## config.mk

```make
export PLATFORM = sky130hd
export DESIGN_NAME = idma_desc64_completion_writeback
export DESIGN_NICKNAME = d
export VERILOG_FILES = /design/src/rtl/idma_desc64_pkg.sv /design/src/rtl/idma_desc64_pending_fifo.sv /design/src/rtl/idma_desc64_completion_writeback.sv
export SDC_FILE = /design/constraint.sdc
export NUM_CORES = 1
export LEC_CHECK = 0
export BUFFER_PORTS_ARGS = -buffer_cell sky130_fd_sc_hd__buf_2
export CORE_UTILIZATION = 40
export DETAILED_ROUTE_END_ITERATION = 8
export SETUP_SLACK_MARGIN = 0.3
export SYNTH_ARGS = -nofsm -noshare
export SYNTH_HDL_FRONTEND = slang
export SYNTH_HIERARCHICAL = 1
export SYNTH_SLANG_ARGS = --single-unit
export TNS_END_PERCENT = 100
```

## constraint.sdc

```tcl
create_clock -name clk_i -period 7.5 [get_ports clk_i]
set_input_delay 0.375 -clock clk_i [delete_from_list [all_inputs] [get_ports clk_i]]
set_output_delay 0.375 -clock clk_i [all_outputs]
set_load 0.05 [all_outputs]
```

## src/rtl/idma_desc64_pkg.sv

```systemverilog
// ============================================================================
// Module   : idma_desc64_pkg
// Brief    : Shared types and constants for the desc64 completion write-back.
// Revision : 1.0 - initial release
// ============================================================================
`default_nettype none

package idma_desc64_pkg;

    localparam int unsigned ADDR_WIDTH = 64;

    typedef logic [ADDR_WIDTH-1:0] addr_t;

    typedef struct packed {
        addr_t addr;
        logic  irq;
    } pending_entry_t;

    localparam logic [63:0] C_WB_COMPLETE_MARK = 64'hFFFF_FFFF_FFFF_FFFF;

    typedef logic [1:0] wb_state_t;
    localparam wb_state_t WB_IDLE = 2'd0;
    localparam wb_state_t WB_REQ  = 2'd1;
    localparam wb_state_t WB_RSP  = 2'd2;

endpackage

`default_nettype wire

```

## src/rtl/idma_desc64_pending_fifo.sv

```systemverilog
// ============================================================================
// Module   : idma_desc64_pending_fifo
// Brief    : Synchronous FIFO of in-flight descriptor entries (no fall-through).
// Revision : 1.0 - initial release
// ============================================================================
`default_nettype none

module idma_desc64_pending_fifo
    import idma_desc64_pkg::*;
#(
    parameter int unsigned DEPTH = 4
) (
    input  logic                       clk_i,
    input  logic                       rst_ni,
    input  logic                       push_i,
    input  pending_entry_t             push_data_i,
    input  logic                       pop_i,
    output pending_entry_t             pop_data_o,
    output logic                       full_o,
    output logic                       empty_o,
    output logic [$clog2(DEPTH):0]     usage_o
);

    localparam int unsigned PTR_W = $clog2(DEPTH);

    pending_entry_t   r_mem [DEPTH];
    logic [PTR_W:0]   r_wptr;
    logic [PTR_W:0]   r_rptr;
    logic [PTR_W:0]   w_usage;
    logic             w_do_push;
    logic             w_do_pop;

    // Extra pointer bit distinguishes full from empty
    assign w_usage   = r_wptr - r_rptr;
    assign full_o    = (w_usage == (PTR_W+1)'(DEPTH));
    assign empty_o   = (w_usage == '0);
    assign usage_o   = w_usage;
    assign w_do_push = push_i && !full_o;
    assign w_do_pop  = pop_i && !empty_o;
    assign pop_data_o = r_mem[r_rptr[PTR_W-1:0]];

    always_ff @(posedge clk_i or negedge rst_ni) begin
        if (!rst_ni) begin
            r_wptr <= '0;
            r_rptr <= '0;
        end else begin
            if (w_do_push) r_wptr <= r_wptr + 1'b1;
            if (w_do_pop)  r_rptr <= r_rptr + 1'b1;
        end
    end

    always_ff @(posedge clk_i) begin
        if (w_do_push) r_mem[r_wptr[PTR_W-1:0]] <= push_data_i;
    end

endmodule

`default_nettype wire

```

## src/rtl/idma_desc64_completion_writeback.sv

```systemverilog
// ============================================================================
// Module   : idma_desc64_completion_writeback
// Brief    : Pops one descriptor per completion and writes the all-ones marker
//            to its flags word; optional error capture via IDMA_DESC64_WB_ERROR_EN.
// Revision : 1.0 - initial release
// ============================================================================
`default_nettype none

module idma_desc64_completion_writeback
    import idma_desc64_pkg::*;
#(
    parameter int unsigned AddrWidth    = 64,
    parameter int unsigned PendingDepth = 4
) (
    input  logic                          clk_i,
    input  logic                          rst_ni,
    input  logic                          desc_valid_i,
    output logic                          desc_ready_o,
    input  logic [AddrWidth-1:0]          desc_addr_i,
    input  logic                          desc_irq_i,
    input  logic                          done_available_i,
    output logic                          done_consume_o,
    output logic                          wb_req_o,
    output logic [AddrWidth-1:0]          wb_addr_o,
    output logic [63:0]                   wb_data_o,
    input  logic                          wb_gnt_i,
    input  logic                          wb_rsp_valid_i,
    input  logic                          wb_rsp_error_i,
`ifdef IDMA_DESC64_WB_ERROR_EN
    output logic                          wb_error_o,
    output logic [AddrWidth-1:0]          wb_error_addr_o,
`endif
    output logic                          irq_o,
    output logic [$clog2(PendingDepth):0] pending_count_o,
    output logic                          idle_o
);

    wb_state_t       r_state;
    addr_t           r_addr;
    logic            r_irq;
    logic            r_irq_pulse;

    pending_entry_t  w_push_entry;
    pending_entry_t  w_head;
    logic            w_full;
    logic            w_empty;
    logic            w_push;
    logic            w_start;
    logic            w_rsp_done;

    assign w_push_entry.addr = addr_t'(desc_addr_i);
    assign w_push_entry.irq  = desc_irq_i;
    assign desc_ready_o      = !w_full;
    assign w_push            = desc_valid_i && !w_full;

    // A completion is only consumed when there is a descriptor to retire
    assign w_start    = (r_state == WB_IDLE) && !w_empty && done_available_i;
    assign w_rsp_done = (r_state == WB_RSP) && wb_rsp_valid_i;

    idma_desc64_pending_fifo #(
        .DEPTH       (PendingDepth)
    ) u_pending_fifo (
        .clk_i       (clk_i),
        .rst_ni      (rst_ni),
        .push_i      (w_push),
        .push_data_i (w_push_entry),
        .pop_i       (w_start),
        .pop_data_o  (w_head),
        .full_o      (w_full),
        .empty_o     (w_empty),
        .usage_o     (pending_count_o)
    );

    always_ff @(posedge clk_i or negedge rst_ni) begin
        if (!rst_ni) begin
            r_state     <= WB_IDLE;
            r_addr      <= '0;
            r_irq       <= 1'b0;
            r_irq_pulse <= 1'b0;
        end else begin
            r_irq_pulse <= 1'b0;
            case (r_state)
                WB_IDLE: begin
                    if (w_start) begin
                        r_addr  <= w_head.addr;
                        r_irq   <= w_head.irq;
                        r_state <= WB_REQ;
                    end
                end
                WB_REQ: begin
                    if (wb_gnt_i) r_state <= WB_RSP;
                end
                WB_RSP: begin
                    if (w_rsp_done) begin
                        r_irq_pulse <= r_irq;
                        r_state     <= WB_IDLE;
                    end
                end
                default: r_state <= WB_IDLE;
            endcase
        end
    end

`ifdef IDMA_DESC64_WB_ERROR_EN
    logic  r_wb_error;
    addr_t r_wb_error_addr;

    // Only the first failing address is kept; the flag stays sticky
    always_ff @(posedge clk_i or negedge rst_ni) begin
        if (!rst_ni) begin
            r_wb_error      <= 1'b0;
            r_wb_error_addr <= '0;
        end else if (w_rsp_done && wb_rsp_error_i) begin
            r_wb_error <= 1'b1;
            if (!r_wb_error) r_wb_error_addr <= r_addr;
        end
    end

    assign wb_error_o      = r_wb_error;
    assign wb_error_addr_o = r_wb_error_addr[AddrWidth-1:0];
`else
    logic w_unused_rsp_error;
    assign w_unused_rsp_error = wb_rsp_error_i;
`endif

    assign done_consume_o = w_start;
    assign wb_req_o       = (r_state == WB_REQ);
    assign wb_addr_o      = r_addr[AddrWidth-1:0];
    assign wb_data_o      = C_WB_COMPLETE_MARK;
    assign irq_o          = r_irq_pulse;
    assign idle_o         = (r_state == WB_IDLE) && w_empty;

endmodule

`default_nettype wire

```

==> results of run 1 <==
==> cells by family (layout without fill, tap and decap cells) <==
| group | count (synthesis) | count (layout) | synth area share, % |
|---|---|---|---|
| other | 1 | 68 | 0.02915 |
| adder cells (fa/ha/maj) | 7 | 7 | 0.7391 |
| XOR/XNOR | 5 | 5 | 0.4669 |
| buffers and inverters | 91 | 220 | 4.931 |
| AO/OA/AOI/OAI | 7 | 7 | 0.3890 |
| AND/OR/NAND/NOR | 21 | 21 | 1.089 |
| flip-flops | 334 | 334 | 75.08 |
| multiplexers | 132 | 132 | 17.27 |
==> worst paths after layout <==
check	start	endpoint	slack [ns]
max	u_pending_fifo/r_rptr[0]	u_pending_fifo/r_mem[3][33]	3.09
min	desc_addr_i[62]	u_pending_fifo/r_mem[0][63]	0.09
max reg2reg	u_pending_fifo/r_rptr[0]	u_pending_fifo/r_mem[3][33]	3.09
min reg2reg	wb_addr_o[33]	wb_addr_o[33]	0.48
max in group asynchronous	rst_ni	u_pending_fifo/r_rptr[0]	6.04
min in group asynchronous	rst_ni	wb_addr_o[24]	0.42
==> placed cells by master (no fill, tap or decap), types with 3 or more instances in the layout <==
| cell type | netlist | routed |
|---|---|---|
| edfxtp_1 | 260 | 260 |
| buf_2 | 9 | 141 |
| dfrtp_1 | 74 | 72 |
| mux4_2 | 65 | 65 |
| conb_1 | 1 | 64 |
| mux2_1 | 40 | 40 |
| clkbuf_16 | 0 | 37 |
| mux2_2 | 26 | 26 |
| clkbuf_1 | 2 | 12 |
| buf_4 | 67 | 10 |
| inv_1 | 6 | 6 |
| ha_1 | 6 | 6 |
| clkbuf_8 | 0 | 5 |
| diode_2 | 0 | 4 |
| clkinv_2 | 0 | 4 |
| nand2_1 | 4 | 4 |
| nor3_1 | 4 | 4 |
| clkinv_1 | 0 | 3 |
| and3_4 | 0 | 3 |
| xnor2_1 | 3 | 3 |
==> registers in the layout (all words and copies together) (netlist names) <==
name and cells:
u_pending_fifo/r_wptr 3, u_pending_fifo/r_mem 260, u_pending_fifo/r_rptr 3, r_state 2, r_irq 1, irq_o 1, wb_addr_o 64
==> cell type report <==
class / instances / area [um2]
inverter: 6 / 22.52
clock inverter: 8 / 61.31
tap: 402 / 503.0
antenna: 4 / 10.01
clock buffer: 54 / 1040
fill: 2634 / 16710
sequential: 334 / 9667
timing repair buffer: 152 / 790.8
multi-input combinational: 236 / 2834
==> metrics by stage <==
stage | power (mW) | hold slack, ns | setup WS [ns] | cell area [um2]
final | 7.289 | 0.08626 | 3.086 | 14930
after CTS | 7.416 | 0.06288 | 2.951 | 14920
after global placement | 5.656 | 0.4227 | 3.088 | 13810
after detailed placement | 5.756 | 0.4194 | 2.962 | 13810
after global routing | 7.648 | 0.06854 | 2.758 | 14920
after floorplan | 5.065 | 0.07941 | 1.793 | 13100
==> power by group through the flow <==
stage	clock network (mW)	logic, mW	registers [mW]
floorplan	0	1.53	3.53
global placement	0	2.73	2.93
detailed placement	0	2.79	2.97
CTS	1.69	2.79	2.94
global route	1.76	2.90	2.99
finish	1.64	2.73	2.92
==> worst max-delay path: stages, from the launching register on <==
cell and delay, ns:
dfrtp_4 0.68, ha_1 0.29, fa_1 0.45, xor3_2 0.34
nand2_1 0.17, inv_1 0.07, nor2b_1 0.27, nand2_1 0.20
a21oi_4 0.87, buf_4 0.64
==> repair_timing <==
| item | in CTS | in global routing |
|---|---|---|
| gates resized for setup | 0 | 0 |
| hold endpoints to repair | 39 | 0 |
| hold buffers | 1 | 0 |
==> metal layers <==
layer / vias to the layer above / wire, um / GRT usage [%]
li1: 2576 / - / -
met1: 3113 / 9576 / 17.79
met2: 215 / 11730 / 25.09
met3: 56 / 1480 / 3.850
met4: 4 / 554 / 4.746
met5: - / 27 / 0
==> out/summary.txt, run 1 <==
placed cells: 1,129
outcome: finished, final reports clean
Worst IR Drop VDD: 0.3451 mV
largest net degree at the start of global routing: 68
worst hold path type: primary input to register
vias: 5,964
period utilization: 58.86%
routed length per instance: 19.54 um
Post-Route WL: 23,370 um
static leakage: 5.495 nW
clk slew on worst S/H paths: 0.06 ns
Post-synth top cells: edfxtp_1, dfrtp_1, buf_4
Max-Slew Margin vs Limit: 25.52%
register share of total power: 40.1%
post-synthesis async set-or-reset flop share: 22.16%
vias in the first global route: 6,469
flops & latches, synth: 334
Final nets: 844
most area-hungry cell type in the Yosys netlist: edfxtp_1
unrepaired setup endpoints after global routing: no
cts bufs inserted: 35
top post-synthesis cells by area: edfxtp_1, dfrtp_1, mux4_2
CTS tree: built
Die Y: 181.3 um
DRC violation total after the first TritonRoute iteration: 397
clk buf depth: 3
first-pass GRT wire length: 36,400 um
site row count: 65
gp weighted congestion: 0.7395
Clock Latency Late Sink: 0.50 ns
Max-Cap Viols: 0
data required time at the worst endpoint: 7.62 ns
drt first pass iters: 4
Synth Flop Type: edfxtp_1
total negative slack: 0 ns
Psw: 2.683 mW
Synthesis Warnings: 6
residual DRC count: 0
cells after synthesis: 598
setup violators final: 0
final non-filler cell total: 1,196
Layout Skew: 0.01041 ns
final antenna-violating net count: 0
clk sink count: 334
Final min period: 4.414 ns
Via density: 4.987
die area: 0.03288 mm2
clock power share: 22.5%
Max Freq: 0.2265 GHz
syn avg cell area: 21.51 um2
worst-margin pin slew: 1.115 ns
switch share: 36.80%
Fin. Hold Viols: 0
Total GRT Usage: 14.56%
Slew Limit Fails: 0
CTS root buf: clkbuf_16
EDFF count, synth: 260
hpwl dp: 13,360 um
most frequent cell after synthesis: edfxtp_1
share of post-route cells with drive strength above 1: 37.97%
starting density of the core: 40.66%
Internal: 4.607 mW
grt ovf: 0
Core Area: 0.03164 mm2
peak fanout along the critical path: 37
Setup Buffers After CTS: 0
Ports: 208
synthesized area: 0.01286 mm2
Critical Path AT: 4.54 ns
H-tree Lvls: 2
PwrDens: 488.3 mW/mm2
Area Growth Syn to Fin: 16.04%
worst r2r path cells: 9
die width: 181.3 um
Buffers on Ports: 142
initial antenna violation count: 6
count of unique library cells instantiated by Yosys: 34
Final Util: 47.19%
top cell type's share of synthesized area: 60.69%
Combinational Power Share: 37.4%
post-synthesis sequential area ratio: 75.08%
critical path class: register to register
crit start category: register
WHS Path Cells: 1
Worst setup EP type: register
No activity file was read; power rests on OpenSTA's default activity.
==> run 2: changes to the inputs <==
Clock period 7.5 ns to 4 ns, I/O delays scaled along.
==> run 2 against run 1 <==
Against the previous run: sequential cell count stayed put; count of clock-buffer cells in the layout fell by 3; core utilization increased by 2.7 points; critical path type unchanged; largest power group unchanged.
==> out/summary.txt, run 2 (synthesis results as in run 1) <==
Die Y: 181.3 um
total negative slack: 0 ns
Final Util: 49.87%
largest net degree at the start of global routing: 68
initial antenna violation count: 1
CTS root buf: clkbuf_16
Max-Slew Margin vs Limit: 29.30%
unrepaired setup endpoints after global routing: no
crit start category: register
Fin. Hold Viols: 0
period utilization: 82.89%
static leakage: 5.861 nW
Area Growth Syn to Fin: 22.63%
Final min period: 3.316 ns
placed inst area: 0.01391 mm2
share of post-route cells with drive strength above 1: 35.76%
worst-margin pin slew: 1.061 ns
CTS Hold Bufs: 69
Ports: 208
Filler cells: 2,601
data required time at the worst endpoint: 4.13 ns
Seq. cell area: 0.009667 mm2
vias: 6,173
Buffers on Ports: 142
CP cell instances: inv_1 > ha_1 > fa_1 > xor3_2 > nand2_1 > inv_1 > nor2b_1 > nand2_1 > a21oi_4 > buf_4
first-pass GRT wire length: 37,690 um
cts bufs inserted: 36
residual DRC count: 0
WP buf/inv: 3
clk buf depth: 3
hpwl dp: 14,000 um
Setup Buffers After CTS: 0
clk slew on worst S/H paths: 0.06 ns
CTS tree: built
Clock Latency Late Sink: 0.51 ns
Slew Limit Fails: 0
die width: 181.3 um
Total GRT Usage: 15.22%
grt ovf: 0
final antenna-violating net count: 0
H-tree Lvls: 2
final instance area: 0.01578 mm2
Final nets: 918
die area: 0.03288 mm2
leading cell type in the layout, fill and taps excluded: edfxtp_1
clk sink count: 334
peak fanout along the critical path: 33
worst hold path type: primary input to register
Max-Cap Viols: 0
Core Area: 0.03164 mm2
starting density of the core: 40.66%
Max Freq: 0.3016 GHz
WHS: 0.08790 ns
critical path class: register to register
cts repair resizes: 0
Worst IR Drop VDD: 0.9918 mV
Via density: 4.864
max reg flops: 260
setup violators final: 0
Total Power: 14.02 mW
drt first pass iters: 4
Ant. Diodes: 0
Critical Path AT: 3.44 ns
vias in the first global route: 6,698
site row count: 65
Worst path top cell family by delay: adder cells
gp weighted congestion: 0.6755
DRC violation total after the first TritonRoute iteration: 283
routed length per instance: 19.09 um
Worst setup EP type: register
PwrDens: 888.4 mW/mm2
area occupied by multi-input gates: 0.002834 mm2
Layout Skew: 0.02494 ns
commonest non-fill, non-tap cells in the layout: edfxtp_1, buf_2, dfrtp_1
Post-Route WL: 24,220 um
critical path's slowest cell: buf_4
Critical Path Max Stage Delay: 0.49 ns
outcome: finished, final reports clean
run 2: changes by cell type in the layout (fill, tap and decap cells not counted), moves of 2 or more:
cell	before	now
inv_6	0	4
clkbuf_1	12	10
buf_12	0	5
dlygate4sd3_1	1	69
bufinv_16	1	3
diode_2	4	0
run 2: worst reg2reg max path, stage by stage (launching register included):
cell,delay (ns)
dfrtp_1,0.41
inv_1,0.10
ha_1,0.23
fa_1,0.45
xor3_2,0.34
nand2_1,0.17
inv_1,0.07
nor2b_1,0.29
nand2_1,0.21
a21oi_4,0.16
buf_4,0.49
run 2: where the power goes:
part / total (mW) / switching, mW / internal (mW)
clock network: 3.26 / 1.28 / 1.98
registers: 5.40 / 0.364 / 5.04
logic: 5.35 / 3.48 / 1.88
run 2: path summary, 6_finish.rpt:
kind                                               end                     start  depth (start not counted)  slack, ns
min in group asynchronous                wb_addr_o[50]                    rst_ni                          2       0.26
min                                         r_state[0]          done_available_i                          3       0.09
min reg2reg                              wb_addr_o[22]             wb_addr_o[22]                          1       0.48
max in group asynchronous                wb_addr_o[51]                    rst_ni                          3       2.71
max                        u_pending_fifo/r_mem[3][11]  u_pending_fifo/r_wptr[0]                         10       0.68
max reg2reg                u_pending_fifo/r_mem[3][11]  u_pending_fifo/r_wptr[0]                         10       0.68
run 2: layer usage:
metal | wire (um) | global-route usage, %
met5 | 13 | 0
met3 | 1544 | 3.971
met4 | 490 | 4.475
met1 | 10360 | 19.21
met2 | 11820 | 25.80
run 2: cell type report:
type / count / share of cell area, %
flip-flops and latches: 334 / 61.27
clock inverters: 15 / 1.015
well taps: 402 / 3.188
repair buffers: 225 / 9.961
multi-input cells: 236 / 17.96
inverters: 6 / 0.1428
clock buffers: 51 / 6.456
run 2: through the flow:
step,instances,setup slack (ns)
after CTS,1269,0.6459
after global placement,1134,0.8269
after detailed placement,1134,0.6714
final,1269,0.6845
after global routing,1269,0.5032
after floorplan,661,0.4200
